[src/rtl/marker_interval_monitor_if.sv]
// marker_interval_monitor_if
// Bundles everything a marker_interval_monitor instance exchanges with its
// surroundings apart from clock and reset.
//   master : the producer side (event synchronizer / CSR block). It drives the
//            marker, timestamp and check configuration and reads the statistics.
//   slave  : the monitor itself.
// Signals:
//   marker            stretched marker pulse (high >=1 cycle, low >=1 cycle)
//   evrTimestamp      free-running EVR timestamp (seconds:ticks)
//   expectedInterval  nominal marker period in evrClk cycles, 0 disables checking
//   tolerance         allowed |interval - expectedInterval| in cycles
//   markerTimestamp   timestamp latched at the most recent marker edge
//   lastInterval      most recent interval (all-ones when it overflowed)
//   minInterval       smallest non-overflowed interval since reset
//   maxInterval       largest non-overflowed interval since reset
//   markerCount       rising edges since reset, saturating
//   errorCount        out-of-tolerance or overflowed intervals, saturating
//   intervalError     sticky error flag
//   intervalValid     at least one interval has been measured
//   updateToggle      inverts whenever the outputs above are updated
//   fsm_state         debug view of the monitor state machine
interface marker_interval_monitor_if #(
    parameter int INTERVAL_WIDTH  = 29,
    parameter int COUNT_WIDTH     = 16,
    parameter int TIMESTAMP_WIDTH = 64,
    parameter int TOL_WIDTH       = 12
);
    logic                       marker;
    logic [TIMESTAMP_WIDTH-1:0] evrTimestamp;
    logic [INTERVAL_WIDTH-1:0]  expectedInterval;
    logic [TOL_WIDTH-1:0]       tolerance;

    logic [TIMESTAMP_WIDTH-1:0] markerTimestamp;
    logic [INTERVAL_WIDTH-1:0]  lastInterval;
    logic [INTERVAL_WIDTH-1:0]  minInterval;
    logic [INTERVAL_WIDTH-1:0]  maxInterval;
    logic [COUNT_WIDTH-1:0]     markerCount;
    logic [COUNT_WIDTH-1:0]     errorCount;
    logic                       intervalError;
    logic                       intervalValid;
    logic                       updateToggle;
    logic [1:0]                 fsm_state;

    modport master (
        output marker, evrTimestamp, expectedInterval, tolerance,
        input  markerTimestamp, lastInterval, minInterval, maxInterval,
               markerCount, errorCount, intervalError, intervalValid,
               updateToggle, fsm_state
    );

    modport slave (
        input  marker, evrTimestamp, expectedInterval, tolerance,
        output markerTimestamp, lastInterval, minInterval, maxInterval,
               markerCount, errorCount, intervalError, intervalValid,
               updateToggle, fsm_state
    );
endinterface

[src/rtl/marker_interval_monitor.sv]
// marker_interval_monitor
// Watches one FA/SA marker in the evrClk domain. On every rising edge of the
// marker it latches the EVR timestamp, measures the number of evrClk cycles
// since the previous edge, maintains min/max/count statistics and flags
// intervals outside expectedInterval +/- tolerance. All outputs are registers;
// the system side samples them after seeing updateToggle change.
// Ports:
//   evrClk        clock
//   sysCSRstrobe  asynchronous active-high reset, clears all statistics
//   mon           slave side of marker_interval_monitor_if (see that file)
// Timing: an edge seen in cycle n updates every output on the clock edge that
// ends cycle n, so the new values are visible in cycle n+1.
module marker_interval_monitor #(
    parameter int INTERVAL_WIDTH  = 29,
    parameter int COUNT_WIDTH     = 16,
    parameter int TIMESTAMP_WIDTH = 64,
    parameter int TOL_WIDTH       = 12
) (
    input  logic                    evrClk,
    input  logic                    sysCSRstrobe,
    marker_interval_monitor_if.slave mon
);
    localparam logic [INTERVAL_WIDTH-1:0] IMAX = '1;
    localparam logic [INTERVAL_WIDTH-1:0] IONE = INTERVAL_WIDTH'(1);
    localparam logic [COUNT_WIDTH-1:0]    CMAX = '1;
    localparam logic [COUNT_WIDTH-1:0]    CONE = COUNT_WIDTH'(1);
    // Deviation and tolerance are compared at a width that holds both.
    localparam int CMP_W = (INTERVAL_WIDTH + 1 > TOL_WIDTH) ? INTERVAL_WIDTH + 1 : TOL_WIDTH;

    typedef enum logic [1:0] {
        IDLE  = 2'd0,   // no edge seen since reset
        ARMED = 2'd1,   // first edge seen, first interval running
        RUN   = 2'd2    // at least one interval recorded
    } state_t;

    state_t                    state;
    logic                      marker_d;
    logic [INTERVAL_WIDTH-1:0] counter;
    logic                      ovf;

    logic                      rise;
    logic                      ovf_now;
    logic signed [INTERVAL_WIDTH:0] diff;
    logic [INTERVAL_WIDTH:0]   abs_diff;
    logic [CMP_W-1:0]          abs_ext;
    logic [CMP_W-1:0]          tol_ext;
    logic                      out_of_tol;
    logic                      interval_err;

    assign rise = mon.marker & ~marker_d;

    // A counter sitting at all-ones has saturated even if the sticky flag is
    // only set on the following clock, so an edge in that cycle counts as an
    // overflowed interval.
    assign ovf_now = ovf | (counter == IMAX);

    // One extra bit keeps the signed difference exact over the full range.
    assign diff     = $signed({1'b0, counter}) - $signed({1'b0, mon.expectedInterval});
    assign abs_diff = diff[INTERVAL_WIDTH] ? $unsigned(-diff) : $unsigned(diff);
    assign abs_ext  = CMP_W'(abs_diff);
    assign tol_ext  = CMP_W'(mon.tolerance);

    assign out_of_tol   = (mon.expectedInterval != '0) && (abs_ext > tol_ext);
    assign interval_err = ovf_now | out_of_tol;

    assign mon.fsm_state = state;

    always_ff @(posedge evrClk or posedge sysCSRstrobe) begin
        if (sysCSRstrobe) begin
            state               <= IDLE;
            // Held high so a marker already asserted at release is not an edge.
            marker_d            <= 1'b1;
            counter             <= '0;
            ovf                 <= 1'b0;
            mon.markerTimestamp <= '0;
            mon.lastInterval    <= '0;
            mon.minInterval     <= IMAX;
            mon.maxInterval     <= '0;
            mon.markerCount     <= '0;
            mon.errorCount      <= '0;
            mon.intervalError   <= 1'b0;
            mon.intervalValid   <= 1'b0;
            mon.updateToggle    <= 1'b0;
        end else begin
            marker_d <= mon.marker;
            case (state)
                IDLE: begin
                    counter <= '0;
                    ovf     <= 1'b0;
                    if (rise) begin
                        // First edge only arms the measurement.
                        counter             <= IONE;
                        mon.markerTimestamp <= mon.evrTimestamp;
                        mon.updateToggle    <= ~mon.updateToggle;
                        if (mon.markerCount != CMAX) begin
                            mon.markerCount <= mon.markerCount + CONE;
                        end
                        state <= ARMED;
                    end
                end
                ARMED, RUN: begin
                    if (rise) begin
                        counter             <= IONE;
                        ovf                 <= 1'b0;
                        mon.markerTimestamp <= mon.evrTimestamp;
                        mon.updateToggle    <= ~mon.updateToggle;
                        mon.intervalValid   <= 1'b1;
                        if (mon.markerCount != CMAX) begin
                            mon.markerCount <= mon.markerCount + CONE;
                        end
                        if (ovf_now) begin
                            mon.lastInterval <= IMAX;
                        end else begin
                            mon.lastInterval <= counter;
                            if (counter < mon.minInterval) begin
                                mon.minInterval <= counter;
                            end
                            if (counter > mon.maxInterval) begin
                                mon.maxInterval <= counter;
                            end
                        end
                        if (interval_err) begin
                            mon.intervalError <= 1'b1;
                            if (mon.errorCount != CMAX) begin
                                mon.errorCount <= mon.errorCount + CONE;
                            end
                        end
                        state <= RUN;
                    end else if (counter != IMAX) begin
                        counter <= counter + IONE;
                    end else begin
                        ovf <= 1'b1;
                    end
                end
                default: begin
                    state <= IDLE;
                end
            endcase
        end
    end
endmodule

[src/flat_wrapper.sv]
// flat-port wrapper written by rule: the top's interface ports become plain ports
module marker_interval_monitor_flat 
#(
    parameter int INTERVAL_WIDTH  = 29,
    parameter int COUNT_WIDTH     = 16,
    parameter int TIMESTAMP_WIDTH = 64,
    parameter int TOL_WIDTH       = 12
)
  (evrClk, sysCSRstrobe, mon_marker, mon_evrTimestamp, mon_expectedInterval, mon_tolerance, mon_markerTimestamp, mon_lastInterval, mon_minInterval, mon_maxInterval, mon_markerCount, mon_errorCount, mon_intervalError, mon_intervalValid, mon_updateToggle, mon_fsm_state);
  marker_interval_monitor_if #(.INTERVAL_WIDTH(INTERVAL_WIDTH), .COUNT_WIDTH(COUNT_WIDTH), .TIMESTAMP_WIDTH(TIMESTAMP_WIDTH), .TOL_WIDTH(TOL_WIDTH)) mon_i ();
  input  logic evrClk;
  input  logic sysCSRstrobe;
  input wire logic [$bits(mon_i.marker)-1:0] mon_marker;
  input wire logic [$bits(mon_i.evrTimestamp)-1:0] mon_evrTimestamp;
  input wire logic [$bits(mon_i.expectedInterval)-1:0] mon_expectedInterval;
  input wire logic [$bits(mon_i.tolerance)-1:0] mon_tolerance;
  output wire logic [$bits(mon_i.markerTimestamp)-1:0] mon_markerTimestamp;
  output wire logic [$bits(mon_i.lastInterval)-1:0] mon_lastInterval;
  output wire logic [$bits(mon_i.minInterval)-1:0] mon_minInterval;
  output wire logic [$bits(mon_i.maxInterval)-1:0] mon_maxInterval;
  output wire logic [$bits(mon_i.markerCount)-1:0] mon_markerCount;
  output wire logic [$bits(mon_i.errorCount)-1:0] mon_errorCount;
  output wire logic [$bits(mon_i.intervalError)-1:0] mon_intervalError;
  output wire logic [$bits(mon_i.intervalValid)-1:0] mon_intervalValid;
  output wire logic [$bits(mon_i.updateToggle)-1:0] mon_updateToggle;
  output wire logic [$bits(mon_i.fsm_state)-1:0] mon_fsm_state;
  assign mon_i.marker = mon_marker;
  assign mon_i.evrTimestamp = mon_evrTimestamp;
  assign mon_i.expectedInterval = mon_expectedInterval;
  assign mon_i.tolerance = mon_tolerance;
  assign mon_markerTimestamp = mon_i.markerTimestamp;
  assign mon_lastInterval = mon_i.lastInterval;
  assign mon_minInterval = mon_i.minInterval;
  assign mon_maxInterval = mon_i.maxInterval;
  assign mon_markerCount = mon_i.markerCount;
  assign mon_errorCount = mon_i.errorCount;
  assign mon_intervalError = mon_i.intervalError;
  assign mon_intervalValid = mon_i.intervalValid;
  assign mon_updateToggle = mon_i.updateToggle;
  assign mon_fsm_state = mon_i.fsm_state;
  marker_interval_monitor #(.INTERVAL_WIDTH(INTERVAL_WIDTH), .COUNT_WIDTH(COUNT_WIDTH), .TIMESTAMP_WIDTH(TIMESTAMP_WIDTH), .TOL_WIDTH(TOL_WIDTH)) u_core (.evrClk(evrClk), .sysCSRstrobe(sysCSRstrobe), .mon(mon_i));
endmodule
[config.mk]
export PLATFORM = sky130hd
export DESIGN_NAME = marker_interval_monitor_flat
export DESIGN_NICKNAME = d
export VERILOG_FILES = /design/src/rtl/marker_interval_monitor_if.sv /design/src/rtl/marker_interval_monitor.sv /design/src/flat_wrapper.sv
export SDC_FILE = /design/constraint.sdc
export NUM_CORES = 1
export LEC_CHECK = 0
export BUFFER_PORTS_ARGS = -buffer_cell sky130_fd_sc_hd__buf_2
export CORE_MARGIN = 3
export CORE_UTILIZATION = 50
export CTS_BUF_LIST = sky130_fd_sc_hd__clkbuf_16
export DETAILED_ROUTE_END_ITERATION = 7
export PLACE_DENSITY = 0.74
export SYNTH_ARGS = -nofsm -noshare
export SYNTH_HDL_FRONTEND = slang
export SYNTH_SLANG_ARGS = --single-unit
[constraint.sdc]
create_clock -name evrClk -period 12.14 [get_ports evrClk]
set_input_delay 0.607 -clock evrClk [delete_from_list [all_inputs] [get_ports evrClk]]
set_output_delay 0.607 -clock evrClk [all_outputs]
set_load 0.02 [all_outputs]
==> run metrics, run 1 <==
status complete, no violations; Slew Limit Headroom 0.279; hold path depth 1; maximum clock frequency 178 MHz; worst-case clock buffer depth 3; post-synthesis sequential area ratio 0.401; ys flop type dfrtp_1; vias in the first global route approximately 12000; critical path type flip-flop to flip-flop; Final ANT Viol Nets 0; Final Skew ~10 ps; port bufs between 200 and 300; met2 Usage GRT 0.442; I/O pin cnt 296; Post-synth EDFFs 0; Initial DRC Count around 690; H-tree Lvls 1; wire length per cell between 15 and 20 um; Synth Instances roughly 1400; yosys warns 0; met1 usage 0.332; initial antenna violation count 0; Syn Nets ~1600; vias per cell between 5 and 6; Global Route Usage Sum 0.256; Reg2Reg Depth 21; fin cells between 2000 and 2500; Top Usage Layer GRT met2; area of the die between 20000 and 30000 um2; Cell Area, Synth about 14000 um2; setup TNS 0 ps; WP data required about 13000 ps; Final min period 5630 ps; Clk Latency, worst-skew pair roughly 500 ps; final setup fails 0; setup bufs post-CTS 0; CTS tree yes; Max stage delay on crit path roughly 800 ps; fraction of layout cells with a size suffix above 1 0.317; gp weighted congestion 0.946; Initial Utilization 0.509; Startpoint Class flip-flop; GR Util met3 0.0594; # resized after CTS 0; P&R area growth vs syn 18.7%; TritonCTS Buffers 24; largest net degree at the start of global routing 145; # diodes 0; Async SR Flop Fraction 1.00; RSZ-0062 raised after global routing no; syn_area_per_cell around 9.9 um2; library cells used by synthesis a little under 90; HP Class input pin to flip-flop; Worst Hold Launch mon_marker; Seq cells post-synth about 220; final WL between 30 and 40 mm; worst path arrival time roughly 6000 ps; final-report hold violation count 0; NumNets Final about 1900; worst slew pin tran about 1100 ps; PwrDens about 160 nW/um2; R2R Setup Slk 6510 ps; peak supply drop 0.155 mV; routed via count between 10000 and 15000; slowest CP cell and4_1; fin crit share 0.464; drt first pass iters 7; Post-CTS Hold Buffers 0; die height about 170 um; CTS root buf clkbuf_16; Worst R2R End u_core.mon.errorCount[1]; first-pass GRT wire length between 60 and 70 mm; leakage between 0.007 and 0.008 uW; crit end category flip-flop; critical-path cell list ha_1 > or2_1 > o221a_2 > o21ai_1 > a21oi_1 > nor2_1 > a21o_1 > o21ai_0 > ha_1 > nor2b_1 > o21a_1 > o21a_1 > o21ai_0 > a211o_1 > a31oi_1 > nor2_1 > a21oi_1 > nor4_1 > and4_1 > nor2_2 > mux2_4; final max-slew violation count 0; Worst Hold End u_core.marker_d; Worst Path Buf+Inv 0; reg2reg start u_core.counter[2]; filler instances ~2300; Remaining Overflow, GRT 0; CP max FO 16; dpl hpwl ~30 mm; Placed Cells approximately 2000; clock sink count around 220; cell family with most CP delay compound AO/OA/AOI/OAI gates; core region area 27000 um2; DRC viols 0; Clk pin slew, worst setup/hold paths 60 ps; row count 60; total of max-cap violations 0; die width around 170 um
-- cell usage after synthesis (all sizes together), types with 4 or more instances --
master | n | area share
nand2b | 20 | 0.0091
or4 | 6 | 0.0035
nor2 | 94 | 0.026
xor2 | 48 | 0.031
or3 | 13 | 0.0059
xnor2 | 29 | 0.020
nand2 | 94 | 0.026
nor3b | 8 | 0.0044
and3 | 13 | 0.0059
ha | 105 | 0.095
dfrtp | 189 | 0.34
and4 | 11 | 0.0070
nor3 | 31 | 0.015
o21a | 16 | 0.0087
a211oi | 6 | 0.0045
dfstp | 30 | 0.057
inv | 107 | 0.029
a31oi | 5 | 0.0023
a21oi | 73 | 0.028
o2111ai | 7 | 0.0054
o31ai | 5 | 0.0027
and2 | 16 | 0.0073
mux2i | 6 | 0.0044
or2 | 12 | 0.0055
buf | 23 | 0.010
a21o | 18 | 0.0098
clkbuf | 30 | 0.0082
o22a | 24 | 0.015
mux2 | 121 | 0.099
nand3 | 33 | 0.012
o21ai | 64 | 0.024
o211ai | 15 | 0.0085
nor4 | 15 | 0.0077
nand4 | 33 | 0.015
o311ai | 4 | 0.0031
nor2b | 16 | 0.0073
o22ai | 4 | 0.0018
-- where the power goes --
| part | switching (uW) | total (uW) | internal [uW] |
|---|---|---|---|
| clock network | 291 | 748 | 457 |
| logic | 503 | 837 | 334 |
| registers | 89.5 | 957 | 867 |
-- cells by family (layout without fill, tap and decap cells) --
family,count (synthesis),in the layout,share of synthesized area
and+or+nand+nor,423,423,0.163
AOI/OAI and AO/OA,277,277,0.138
DFF,219,219,0.401
buffers and inverters,160,454,0.0474
muxes,127,127,0.104
adders and majority gates,106,106,0.0969
xor gates and xnor gates,77,77,0.0501
-- state kept, by name, indices dropped and copies added, names as in the netlist --
| name | flops |
|---|---|
| u_core.mon.maxInterval | 29 |
| u_core.mon.updateToggle | 1 |
| u_core.mon.intervalError | 1 |
| u_core.marker_d | 1 |
| u_core.mon.intervalValid | 1 |
| u_core.ovf | 1 |
| u_core.mon.markerTimestamp | 64 |
| u_core.counter | 29 |
| u_core.mon.lastInterval | 29 |
| u_core.mon.fsm_state | 2 |
| u_core.mon.minInterval | 29 |
| u_core.mon.markerCount | 16 |
| u_core.mon.errorCount | 16 |
-- how the worst max path moves through the flow --
stage                                         from                        to  cells after the start
after floorplan                       sysCSRstrobe         u_core.counter[0]                      1
after global placement    mon_expectedInterval[26]  u_core.mon.errorCount[1]                     23
after detailed placement   mon_expectedInterval[2]  u_core.mon.errorCount[1]                     23
after CTS                        u_core.counter[2]  u_core.mon.errorCount[1]                     21
after global routing            u_core.counter[24]  u_core.mon.errorCount[1]                     22
final                            u_core.counter[2]  u_core.mon.errorCount[1]                     21
-- stage by stage --
stage | setup slack (ps) | utilization | hold slack (ps) | cell area, um2 | total power (uW)
6_report | 6510 | 0.604 | 228 | 16300 | 2540
2_1_floorplan | 5590 | - | 527 | 13800 | 1520
5_1_grt | 5860 | 0.604 | 216 | 16300 | 2690
4_1_cts | 6440 | 0.604 | 209 | 16300 | 2570
3_5_place_dp | 6340 | 0.574 | 463 | 15500 | 1810
3_3_place_gp | 6480 | 0.574 | 452 | 15500 | 1780
-- area by class of cell --
class                      count  area, um2  area share
multi-input combinational   1010       7630       0.467
timing repair buffer         303       1540      0.0940
sequential                   219       5520       0.338
clock buffer                  25        626      0.0383
inverter                     107        409      0.0250
clock inverter                19        190      0.0116
tap                          341        427      0.0261
-- per-layer routing --
metal,wire (um),share of wire
met4,799,0.021
met5,0,0
met2,18800,0.49
met1,15800,0.41
met3,3130,0.081
-- cells in the final DEF (no fill, tap or decap), drive strengths merged, types with 24 or more instances in the layout --
| cell type | instances |
|---|---|
| nand3 | 33 |
| o21ai | 64 |
| nor3 | 31 |
| xnor2 | 29 |
| inv | 110 |
| nand4 | 33 |
| clkbuf | 25 |
| o22a | 24 |
| mux2 | 121 |
| a21oi | 73 |
| buf | 303 |
| dfstp | 30 |
| xor2 | 48 |
| dfrtp | 189 |
| nor2 | 94 |
| nand2 | 94 |
| ha | 105 |
Note: power is estimated with default switching activity, not from simulation.
==> run 2: changes to the inputs <==
- PLACE_DENSITY: 0.74 -> 0.77
- clock period: 12.14 -> 4.6 ns (I/O delays scaled with it)
==> run 2 against run 1 <==
Net effect:
- the flow now finishes with violations (negative setup slack)
- flip-flop and latch count unchanged
- fmax grew 22%
- sequential power grew to 2.6 times the previous value
- non-clock buffer count up 172
- first-iteration DRC count grew 2.6%
- wire length is 9.5% higher
- clock skew grew 2.7 ps
- final cell count rose by 8.4%
- via count rose by 6.4%
- largest power group unchanged
==> run metrics, run 2 (synthesis gave the netlist of run 1 again) <==
status complete, but fails checks (was complete, no violations); failing checks negative setup slack; CTS tree yes (unchanged); I/O pin cnt 296 (unchanged); crit end category flip-flop (unchanged); RSZ-0062 raised after global routing yes (was no); leakage 0.00871 uW (was 0.00787 uW); worst path arrival time 5010 ps (was 6020 ps); wire length per cell 19.2 um (was 19.0 um); final max-slew violation count 0 (unchanged); Final ANT Viol Nets 0 (unchanged); Max stage delay on crit path 590 ps (was 810 ps); total of max-cap violations 0 (unchanged); worst slew pin tran 1010 ps (was 1070 ps); NumNets Final 2051 (was 1879); Worst Hold Launch mon_evrTimestamp[34] (was mon_marker); DRC viols 0 (unchanged); dpl hpwl 30.8 mm (was 29.7 mm); most common cell after layout, fill and taps aside buf_2 (unchanged); vias per cell 5.68 (was 5.79); Layout Utilization 0.672 (was 0.604); routed via count 12500 (was 11700); fin cells 2195 (was 2024); final setup fails 7 (was 0); final WL 42.1 mm (was 38.5 mm); P&R area growth vs syn 32.0% (was 18.7%); Clk Latency, worst-skew pair 510 ps (about the same); final-report hold violation count 0 (unchanged); R2R Setup Slk -20 ps (was 6510 ps); CP max FO 8 (was 16); fin crit share 1.00 (was 0.464); Initial DRC Count 703 (was 685); clock sink count 219 (unchanged); gp weighted congestion 0.958 (was 0.946); Placed Cells 2073 (was 1980); hold path depth 2 (was 1); Startpoint Class flip-flop (unchanged); area of the die 29600 um2 (unchanged); Final Skew 13.1 ps (was 10.4 ps); vias in the first global route 12700 (was 11700); drt first pass iters 5 (was 7); # diodes 0 (unchanged); die width 172 um (unchanged); peak supply drop 0.373 mV (was 0.155 mV); reg2reg start u_core.counter[0] (was u_core.counter[2]); Worst Hold End u_core.mon.markerTimestamp[34] (was u_core.marker_d); Largest register FFs 64 (unchanged); Reg2Reg Depth 18 (was 21); critical-path cell list inv_2 > ha_4 > fa_2 > nand2b_4 > a21oi_2 > buf_4 > o2111ai_4 > a31oi_4 > or2_4 > o311a_4 > or4_4 > or3_1 > o31ai_2 > a32o_1 > and4_4 > buf_12 > nor2_2 > mux2_4 (was ha_1 > or2_1 > o221a_2 > o21ai_1 > a21oi_1 > nor2_1 > a21o_1 > o21ai_0 > ha_1 > nor2b_1 > o21a_1 > o21a_1 > o21ai_0 > a211o_1 > a31oi_1 > nor2_1 > a21oi_1 > nor4_1 > and4_1 > nor2_2 > mux2_4); fraction of layout cells with a size suffix above 1 0.374 (was 0.317); CTS root buf clkbuf_16 (unchanged); Slew Limit Headroom 0.316 (was 0.279); H-tree Lvls 1 (unchanged); row count 60 (unchanged); Final min period 4620 ps (was 5630 ps); WP data required 4990 ps (was 12530 ps); placed instance area 16300 um2 (was 15500 um2); worst-case clock buffer depth 3 (unchanged); Global Route Usage Sum 0.276 (was 0.256); critical path type flip-flop to flip-flop (unchanged); Worst R2R End u_core.mon.errorCount[1] (unchanged); most frequent cells in the layout buf_2, dfrtp_1, mux2_2, buf_4, inv_1 (was buf_2, dfrtp_1, mux2_2, inv_1, ha_1); Clk pin slew, worst setup/hold paths 60 ps (about the same); setup TNS -59.5 ps (was 0 ps); HP Class input pin to flip-flop (unchanged); Top reg by flops u_core.mon.markerTimestamp (unchanged); PwrDens 384 nW/um2 (was 156 nW/um2); Post-Layout Inst Area 18200 um2 (was 16300 um2); maximum clock frequency 216 MHz (was 178 MHz); Final Worst Setup Slack -19.4 ps (was 6510 ps); slowest CP cell or4_4 (was and4_1); core region area 27000 um2 (unchanged); die height 172 um (unchanged); initial antenna violation count 0 (unchanged); TritonCTS Buffers 23 (was 24); first-pass GRT wire length 65.7 mm (was 61.4 mm); power after layout 6970 uW (was 2540 uW); Remaining Overflow, GRT 0 (unchanged); largest net degree at the start of global routing 123 (was 145); port bufs 295 (unchanged); Initial Utilization 0.509 (unchanged)
run 2: changes by cell type in the layout (fill, tap and decap cells not counted), moves of 5 or more:
cell / previous run / this run
buf_4: 8 / 111
dlygate4sd3_1: 0 / 65
a21oi_1: 68 / 61
a21oi_2: 4 / 10
ha_1: 105 / 99
o21ai_0: 55 / 50
run 2: how the worst max path moves through the flow:
stage | start | endpoint | slack [ps] | cells after the start
after global routing | u_core.counter[0] | u_core.mon.errorCount[5] | -130 | 22
after floorplan | u_core.counter[14] | u_core.mon.errorCount[1] | 70 | 24
after CTS | u_core.counter[0] | u_core.mon.errorCount[7] | 10 | 22
after global placement | u_core.counter[0] | u_core.mon.errorCount[1] | 4 | 17
final | u_core.counter[0] | u_core.mon.errorCount[1] | -20 | 18
after detailed placement | u_core.counter[0] | u_core.mon.errorCount[1] | -100 | 17
run 2: metal layers:
layer  vias to the layer above  global-route usage  part of all wire
met5                         -                   0                 0
met3                        83              0.0526             0.065
met2                       453               0.486              0.50
li1                       5893                   -                 -
met1                      6047               0.340              0.40
met4                         0              0.0948             0.037
run 2: what timing repair did:
item,in CTS,in global routing
buffers inserted,1,13
resized for setup,9,60
pin swaps,3,26
gates cloned,0,1
hold endpoints to repair,102,0
setup endpoints to repair,11,17
hold buffers,65,0
run 2: critical path, delay by kind of cell, from the launching register on:
family	cells	cell delay, ps
simple gates	6	1720
compound gates	6	1230
mux	1	310
buf+inv	3	400
flops	1	380
fa+ha+maj	2	450
run 2: metrics by stage:
stage | worst slack (ps) | hold WS (ps)
6_report | -19.4 | 57.5
5_1_grt | -135 | 55.4
4_1_cts | 10.1 | 27.8
3_5_place_dp | -103 | 357
3_3_place_gp | 4.33 | 353
2_1_floorplan | 71.1 | 234
run 2: cell type report:
cell class,instances,area [um2]
Sequential cell,219,5520
Fill cell,2066,8860
Inverter,107,405
Multi-Input combinational cell,1011,7980
Timing Repair Buffer,475,3030
Tap cell,341,427
Clock inverter,19,226
Clock buffer,23,576
run 2: where the power goes:
group          switching [uW]  internal, uW  leakage (uW)  total (uW)
registers                 232          2290       0.00271        2520
logic                    1450          1030       0.00561        2480
clock network             780          1200      0.000395        1980
total                    2460          4520       0.00871        6970
